[config.mk]
export PLATFORM = sky130hd
export DESIGN_NAME = ser_irq_status
export DESIGN_NICKNAME = d
export VERILOG_FILES = /design/src/rtl/ser_irq_status.sv
export SDC_FILE = /design/constraint.sdc
export NUM_CORES = 1
export LEC_CHECK = 0
export ABC_AREA = 1
export CAP_MARGIN = 10
export CORE_MARGIN = 4
export CORE_UTILIZATION = 37
export DETAILED_ROUTE_END_ITERATION = 16
export PLACE_DENSITY = 0.77
export SLEW_MARGIN = 0
export SYNTH_ARGS = -nofsm -noshare
export SYNTH_HDL_FRONTEND = slang
export SYNTH_SLANG_ARGS = --single-unit
[constraint.sdc]
create_clock -name clk -period 1.1 [get_ports clk]
set_clock_uncertainty 0.05 [all_clocks]
set_input_delay 0.33 -clock clk [delete_from_list [all_inputs] [get_ports clk]]
set_output_delay 0.33 -clock clk [all_outputs]
set_load 0.05 [all_outputs]
[src/rtl/ser_irq_status.sv]
// Serial IRQST/SKSTAT latch stage behind the POKEY serial core.
// Optional break detector: define SER_BREAK_DETECT_EN.
module ser_irq_status #(
  parameter logic [15:0] BREAK_LEN = 16'd2048
) (
  input  logic       clk,
  input  logic       reset,
  input  logic       enp,
  input  logic [7:0] Dw,
  input  logic       AddrIrqenW,
  input  logic       AddrSkresW,
  input  logic       setSdiCompl,
  input  logic       setFramerr,
  input  logic       setSdoCompl,
  input  logic       sdoFinish,
  input  logic       sdiBusy,
  input  logic       siDelay,
  output logic [2:0] irqStat,
  output logic [7:0] skStat,
  output logic       nIRQ,
  output logic       breakDet
);

  logic [5:3] irq_en;
  logic       pend5;
  logic       pend4;
  logic       fram_err;
  logic       overrun;
  logic       sdi_q;
  logic       fe_q;
  logic       sdo_q;
  logic       fin_q;
  logic       si_q;
  logic       busy_q;
  logic       n_irq_q;

  logic       ev_sdi;
  logic       ev_fe;
  logic       ev_sdo;
  logic [5:3] en_nx;
  logic [5:3] dis;
  logic       p5_nx;
  logic       p4_nx;
  logic       fe_nx;
  logic       ov_nx;
  logic       fin_nx;
  logic       n_irq_nx;

  // Enable bits are read before the write; a 0 written wins over a set.
  always_comb begin
    ev_sdi   = setSdiCompl & ~sdi_q;
    ev_fe    = setFramerr & ~fe_q;
    ev_sdo   = setSdoCompl & ~sdo_q;
    en_nx    = irq_en;
    dis      = 3'b000;
    if (AddrIrqenW) begin
      en_nx = Dw[5:3];
      dis   = ~Dw[5:3];
    end
    p5_nx    = (pend5 | (ev_sdi & irq_en[5])) & ~dis[5];
    p4_nx    = (pend4 | (ev_sdo & irq_en[4])) & ~dis[4];
    fe_nx    = (fram_err & ~AddrSkresW) | ev_fe;
    ov_nx    = (overrun & ~AddrSkresW) | (ev_sdi & pend5);
    fin_nx   = sdoFinish & en_nx[3];
    n_irq_nx = ~(p5_nx | p4_nx | fin_nx);
  end

  always_ff @(posedge clk) begin
    if (reset) begin
      irq_en   <= 3'b000;
      pend5    <= 1'b0;
      pend4    <= 1'b0;
      fram_err <= 1'b0;
      overrun  <= 1'b0;
      sdi_q    <= 1'b0;
      fe_q     <= 1'b0;
      sdo_q    <= 1'b0;
      fin_q    <= 1'b0;
      si_q     <= 1'b0;
      busy_q   <= 1'b0;
      n_irq_q  <= 1'b1;
    end else if (enp) begin
      irq_en   <= en_nx;
      pend5    <= p5_nx;
      pend4    <= p4_nx;
      fram_err <= fe_nx;
      overrun  <= ov_nx;
      sdi_q    <= setSdiCompl;
      fe_q     <= setFramerr;
      sdo_q    <= setSdoCompl;
      fin_q    <= fin_nx;
      si_q     <= siDelay;
      busy_q   <= sdiBusy;
      n_irq_q  <= n_irq_nx;
    end
  end

  assign irqStat = ~{pend5, pend4, fin_q};
  assign nIRQ    = n_irq_q;
  assign skStat  = {~fram_err, 1'b1, ~overrun, ~si_q,
                    1'b1, 1'b1, ~busy_q, 1'b1};

`ifdef SER_BREAK_DETECT_EN
  logic [15:0] brk_cnt;

  always_ff @(posedge clk) begin
    if (reset) begin
      brk_cnt <= 16'd0;
    end else if (enp) begin
      if (AddrSkresW || !siDelay)
        brk_cnt <= 16'd0;
      else if (brk_cnt != BREAK_LEN)
        brk_cnt <= brk_cnt + 16'd1;
    end
  end

  assign breakDet = (brk_cnt == BREAK_LEN);
`else
  logic unused_brk;
  assign unused_brk = ^BREAK_LEN;
  assign breakDet   = 1'b0;
`endif

  logic unused_dw;
  assign unused_dw = ^{Dw[7:6], Dw[2:0]};

endmodule

# Yosys cells after proc, flatten, opt, wreduce, memory -nomap -nowiden
# Index checks and enable logic that the tools add are counted.
[op_classes]
addsub = 0
multipliers = 0
n_div = 0
n_lt_le_gt_ge = 0
n_eq_ne = 0
shift = 0
mux = 2
bitwise = 30
n_reduce_logical = 1
[ops]
columns = ["operator", "n"]
rows = [
  ["1-bit AND", 11],
  ["1-bit inverter", 11],
  ["3-bit inverter", 2],
  ["1-bit OR", 6],
  ["3-bit 2-to-1 mux", 1],
  ["2-bit AND reduction", 1],
  ["1-bit 2-to-1 mux", 1],
]
[totals]
register_bits = 14
latch_bits = 0
mem_bits_rw = 0
romBits = 0
in_bits = 19
out_inout_bits = 13
wordCells = 46
n_memories = 0

# Depth between registers and ports, before layout
[logic_depth]
ltp_word = 8
ltp_mapped = 6
mapped_depth_nobuf = 6

# Worst setup path after synthesis
# No wires, ideal clock.
[synth_timing]
path_type = "register to register"
start = "register pend5"
end = "register pend5"
t_arrival_ns = 0.864
required_ns = 0.931
setup_slack_ns = 0.066
stages_incl_launch_ff = 5
synth_period_minus_slack_ns = 1.034
path_cell_list = "dfxtp_1 > inv_1 > nand2_1 > nand2_1 > a21oi_1"
[synth_via]
elab_chain_len = 2
[synth_rtl]
columns = ["element", "line", "text"]
rows = [
  ["start, declared", "25", "logic pend5;"],
  ["start signal, assigned", "84", "pend5 <= p5_nx;"],
  ["1-bit OR", "60", "p5_nx = (pend5 | (ev_sdi & irq_en[5])) & ~dis[5];"],
  ["1-bit AND", "60", ""],
]
# No other way between the ends.
# A chain may end at the register's enable or synchronous reset.

# Worst setup path after layout
[layout_timing]
start = "register fram_err"
end = "output skStat[7]"
[layout_via]
elab_chain_len = 1
[layout_rtl]
columns = ["element", "line", "text"]
rows = [
  ["start, declared", "27", "logic fram_err;"],
  ["start signal, assigned", "86", "fram_err <= fe_nx;"],
  ["1-bit inverter", "100", "assign skStat = {~fram_err, 1'b1, ~overrun, ~si_q,"],
  ["end, declared", "19", "output logic [7:0] skStat,"],
]
# No other way between the ends.

==> results.txt <==
- Violation count after the first detailed-route iteration: 8
- STA classifies the critical path endpoint as an output port.
- Initial antenna violation count: 0
- Worst path depth: 2
* Fraction of synthesis flops using an asynchronous set or reset pin: 0%
* Worst r2r path cells: 5
- Global router's overall resource usage: about 11%
- Among cell families on the critical path, the largest total delay comes from flip-flops.
- By area, the combinational part of the netlist is dominated by compound AO/OA/AOI/OAI gates.
- 1st-pass router iterations: 4
- Final-layout setup total negative slack: -593 ps
- Boundary pin count: 32
- Top flip-flop cell by instance count after synthesis: sky130_fd_sc_hd__dfxtp_1
- The clock passes through at most 2 buffers.
- The routed design could run at a clock period as short as ~1200 ps.
- Remaining DRCs: 0
- Dividing the final minimum period by the clock period gives 108%.
- Area contributors post-synth: sky130_fd_sc_hd__dfxtp_1, sky130_fd_sc_hd__inv_1, sky130_fd_sc_hd__a21oi_1
- Least setup slack across all paths after layout: -91.1 ps
* Synth unique cells: 17
- Count of input and output buffers: 21
* Number of cells on the worst hold path: 2
* Count of warnings emitted by yosys: 0
- Summing the areas of all and, or, nand and nor instances in the mapped netlist gives 18.2% of the synthesized area.
* Peak Freq: about 840 MHz
* CTS buffer count: 3
- The net count of the finished layout is about 130.
- For this design the ratio of total power to cell area is approximately 1300 nW/um2.
- Critical path class: reg2out
- RD Place Congestion: a little under 0.8
* Antenna viol nets, final: 0
* RSZ-0062 raised after global routing: yes
- After detailed routing, the average wire length per cell comes to around 10 um.
- Vias after detailed routing: roughly 600
- Placed Instance Area: around 900 um2
* DR vias/cell: approximately 4.6
- The via count of the first global-routing pass was roughly 530.
* Effective utilization at floorplan: 40.2%
- The slowest stage of the critical path belongs to the cell sky130_fd_sc_hd__dfxtp_2.
- Core Area: roughly 1500 um2
* Crit path arrival time: between 800 and 900 ps
- Maximum Capacitance Violations: 0
- Worst hold slack after final layout: between 400 and 500 ps
- Total of endpoints with negative setup slack in the final report: 8
- Clock tree from TritonCTS: done
- Max Transition Viols Final: 0
* IR Drop Worst-Case VDD: 0.585 mV
* Number of synthesized register bits: 14
- The first global-routing pass estimated around 2100 um of wire.
- Global routing finished with a remaining overflow of 0.
* Clk_lat worst skew: ~270 ps
- ANT cells: 0
- Pre-CTS worst setup slack: -387 ps
* Number of synthesized flops with an enable pin: 0
* Non-Filler Cell Area, Final: around 1000 um2
- Worst hold-check path type: reg2reg
- Lkg Pwr: between 0.0004 and 0.0005 uW
- In the synthesized netlist, mux cells make up 0% of the area.
- Pin count of the biggest net entering global routing: 10
- In the synthesized netlist, the cells that appear most often are sky130_fd_sc_hd__dfxtp_1, sky130_fd_sc_hd__inv_1, sky130_fd_sc_hd__nand2_1.
* Area fraction in compound gates after synthesis: 18.2%
- Of the cells placed in the final design, the portion with a size suffix greater than 1 is 34.2%.
- From synthesis to final layout, the design area changed by 61.2%.
- Final Hold Fails: 0
* Critical path data required time: 720 ps
* Die X: approximately 49 um
* Quantity of hold-fixing buffers added after cts: 0
- Cell at the root of the clock tree: sky130_fd_sc_hd__clkbuf_4
- The final reports fail on negative setup slack.
* Gate count of the mapped netlist: between 80 and 90
* Bufs and invs on worst path: 2
* CP Cell Sequence: inv_2 -> buf_12
* H-Tree Level Count: 1
- Cell row count: 14
- After Yosys synthesis, XOR and XNOR cells account for 0% of the synthesized area.
* Sequential element share of the synthesized area: a little under half
* Largest area contributor in the netlist: sky130_fd_sc_hd__dfxtp_1
- Placed wire-length estimate: a little over 1000 um
- Syn_area_per_cell: approximately 7.4 um2
* Height of the die: 48.9 um
* Netlist area before placement: 619 um2
- The run finished, with violations left.
- Reg2Reg Setup Slack: around 130 ps
* Kind of start point of the critical path: flop
* Final WL: between 1000 and 1500 um
- Along the worst path, the maximum fanout reaches 2.
- The synthesized design devotes to its leading area cell type 45.3% of total area.
- Clock tree synthesis found a total of 14 sinks.
- The die covers 2390 um2.
- Clk pin slew, worst setup/hold paths: roughly 80 ps
* Area share of fa/ha/maj cells after synthesis: 0%
* Delay of the slowest critical-path stage: 320 ps
[per-layer routing]
metal / share of wire [%] / wire length [um] / track usage, % / vias to the layer above
met5: 0 / 0 / 0 / -
li1: - / - / - / 315
met2: 46 / 619 / 16.1 / 28
met3: 9.2 / 125 / 2.75 / 2
met4: 1.1 / 15 / 8.07 / 0
met1: 44 / 592 / 14.0 / 248
[worst paths after layout]
| check | startpoint | to |
|---|---|---|
| worst max-delay path | fram_err$_SDFFE_PP0P_ | skStat[7] |
| worst min-delay path | sdo_q$_SDFFE_PP0P_ | sdo_q$_SDFFE_PP0P_ |
| worst max register to register | fram_err$_SDFFE_PP0P_ | fram_err$_SDFFE_PP0P_ |
| worst min register to register | sdo_q$_SDFFE_PP0P_ | sdo_q$_SDFFE_PP0P_ |
[through the flow]
stage / total power [uW] / std cells / util [%]
finish: 1280 / 130 / 64.8
global placement: 897 / 120 / 59.0
CTS: 1280 / 128 / 63.7
detailed placement: 903 / 120 / 59.0
floorplan: 760 / 87 / -
global route: 1340 / 130 / 64.8
[what timing repair did]
item,CTS,global route
setup endpoints to repair,19,10
resized for setup,17,2
buffers inserted,4,2
[sequential cells by signal, indices dropped and copies added (netlist names)]
signal,count
fe_q,1
sdo_q,1
si_q,1
overrun,1
irq_en,3
sdi_q,1
pend4,1
nIRQ,1
pend5,1
fram_err,1
fin_q,1
busy_q,1
[cell usage in the layout, fill, tap and decap left out, types with 5 or more instances in the layout]
cell type                         instances
sky130_fd_sc_hd__a21oi_1                 10
sky130_fd_sc_hd__buf_4                    9
sky130_fd_sc_hd__inv_1                    6
sky130_fd_sc_hd__clkdlybuf4s50_1         11
sky130_fd_sc_hd__inv_2                    8
sky130_fd_sc_hd__dfxtp_1                  6
sky130_fd_sc_hd__nor2_1                   7
sky130_fd_sc_hd__nand2_1                 13
sky130_fd_sc_hd__dfxtp_2                  8
sky130_fd_sc_hd__buf_12                   8
sky130_fd_sc_hd__conb_1                   5
sky130_fd_sc_hd__o21ai_0                  7
[power by group]
group | total, uW | switching [uW] | internal [uW]
Combinational | 357 | 195 | 162
Clock | 362 | 161 | 201
Sequential | 561 | 18.3 | 543
[logic make-up (layout without fill, tap and decap cells)]
family,count (synthesis),in the layout
AO/OA/AOI/OAI,21,21
buffers and inverters,21,48
flip-flops,14,14
other,2,5
AND/OR/NAND/NOR,26,26
[worst min-delay path: stages, from the launching register on]
cell and delay, ps:
sky130_fd_sc_hd__dfxtp_1 300, sky130_fd_sc_hd__inv_1 60, sky130_fd_sc_hd__a21oi_1 60
[area by class of cell]
cell class | instances | area, um2
Sequential cell | 14 | 290
Clock buffer | 4 | 36.3
Tap cell | 16 | 20.0
Fill cell | 133 | 543
Multi-Input combinational cell | 52 | 244
Timing Repair Buffer | 30 | 355
Inverter | 14 | 52.6
Note: power is estimated with default switching activity, not from simulation.
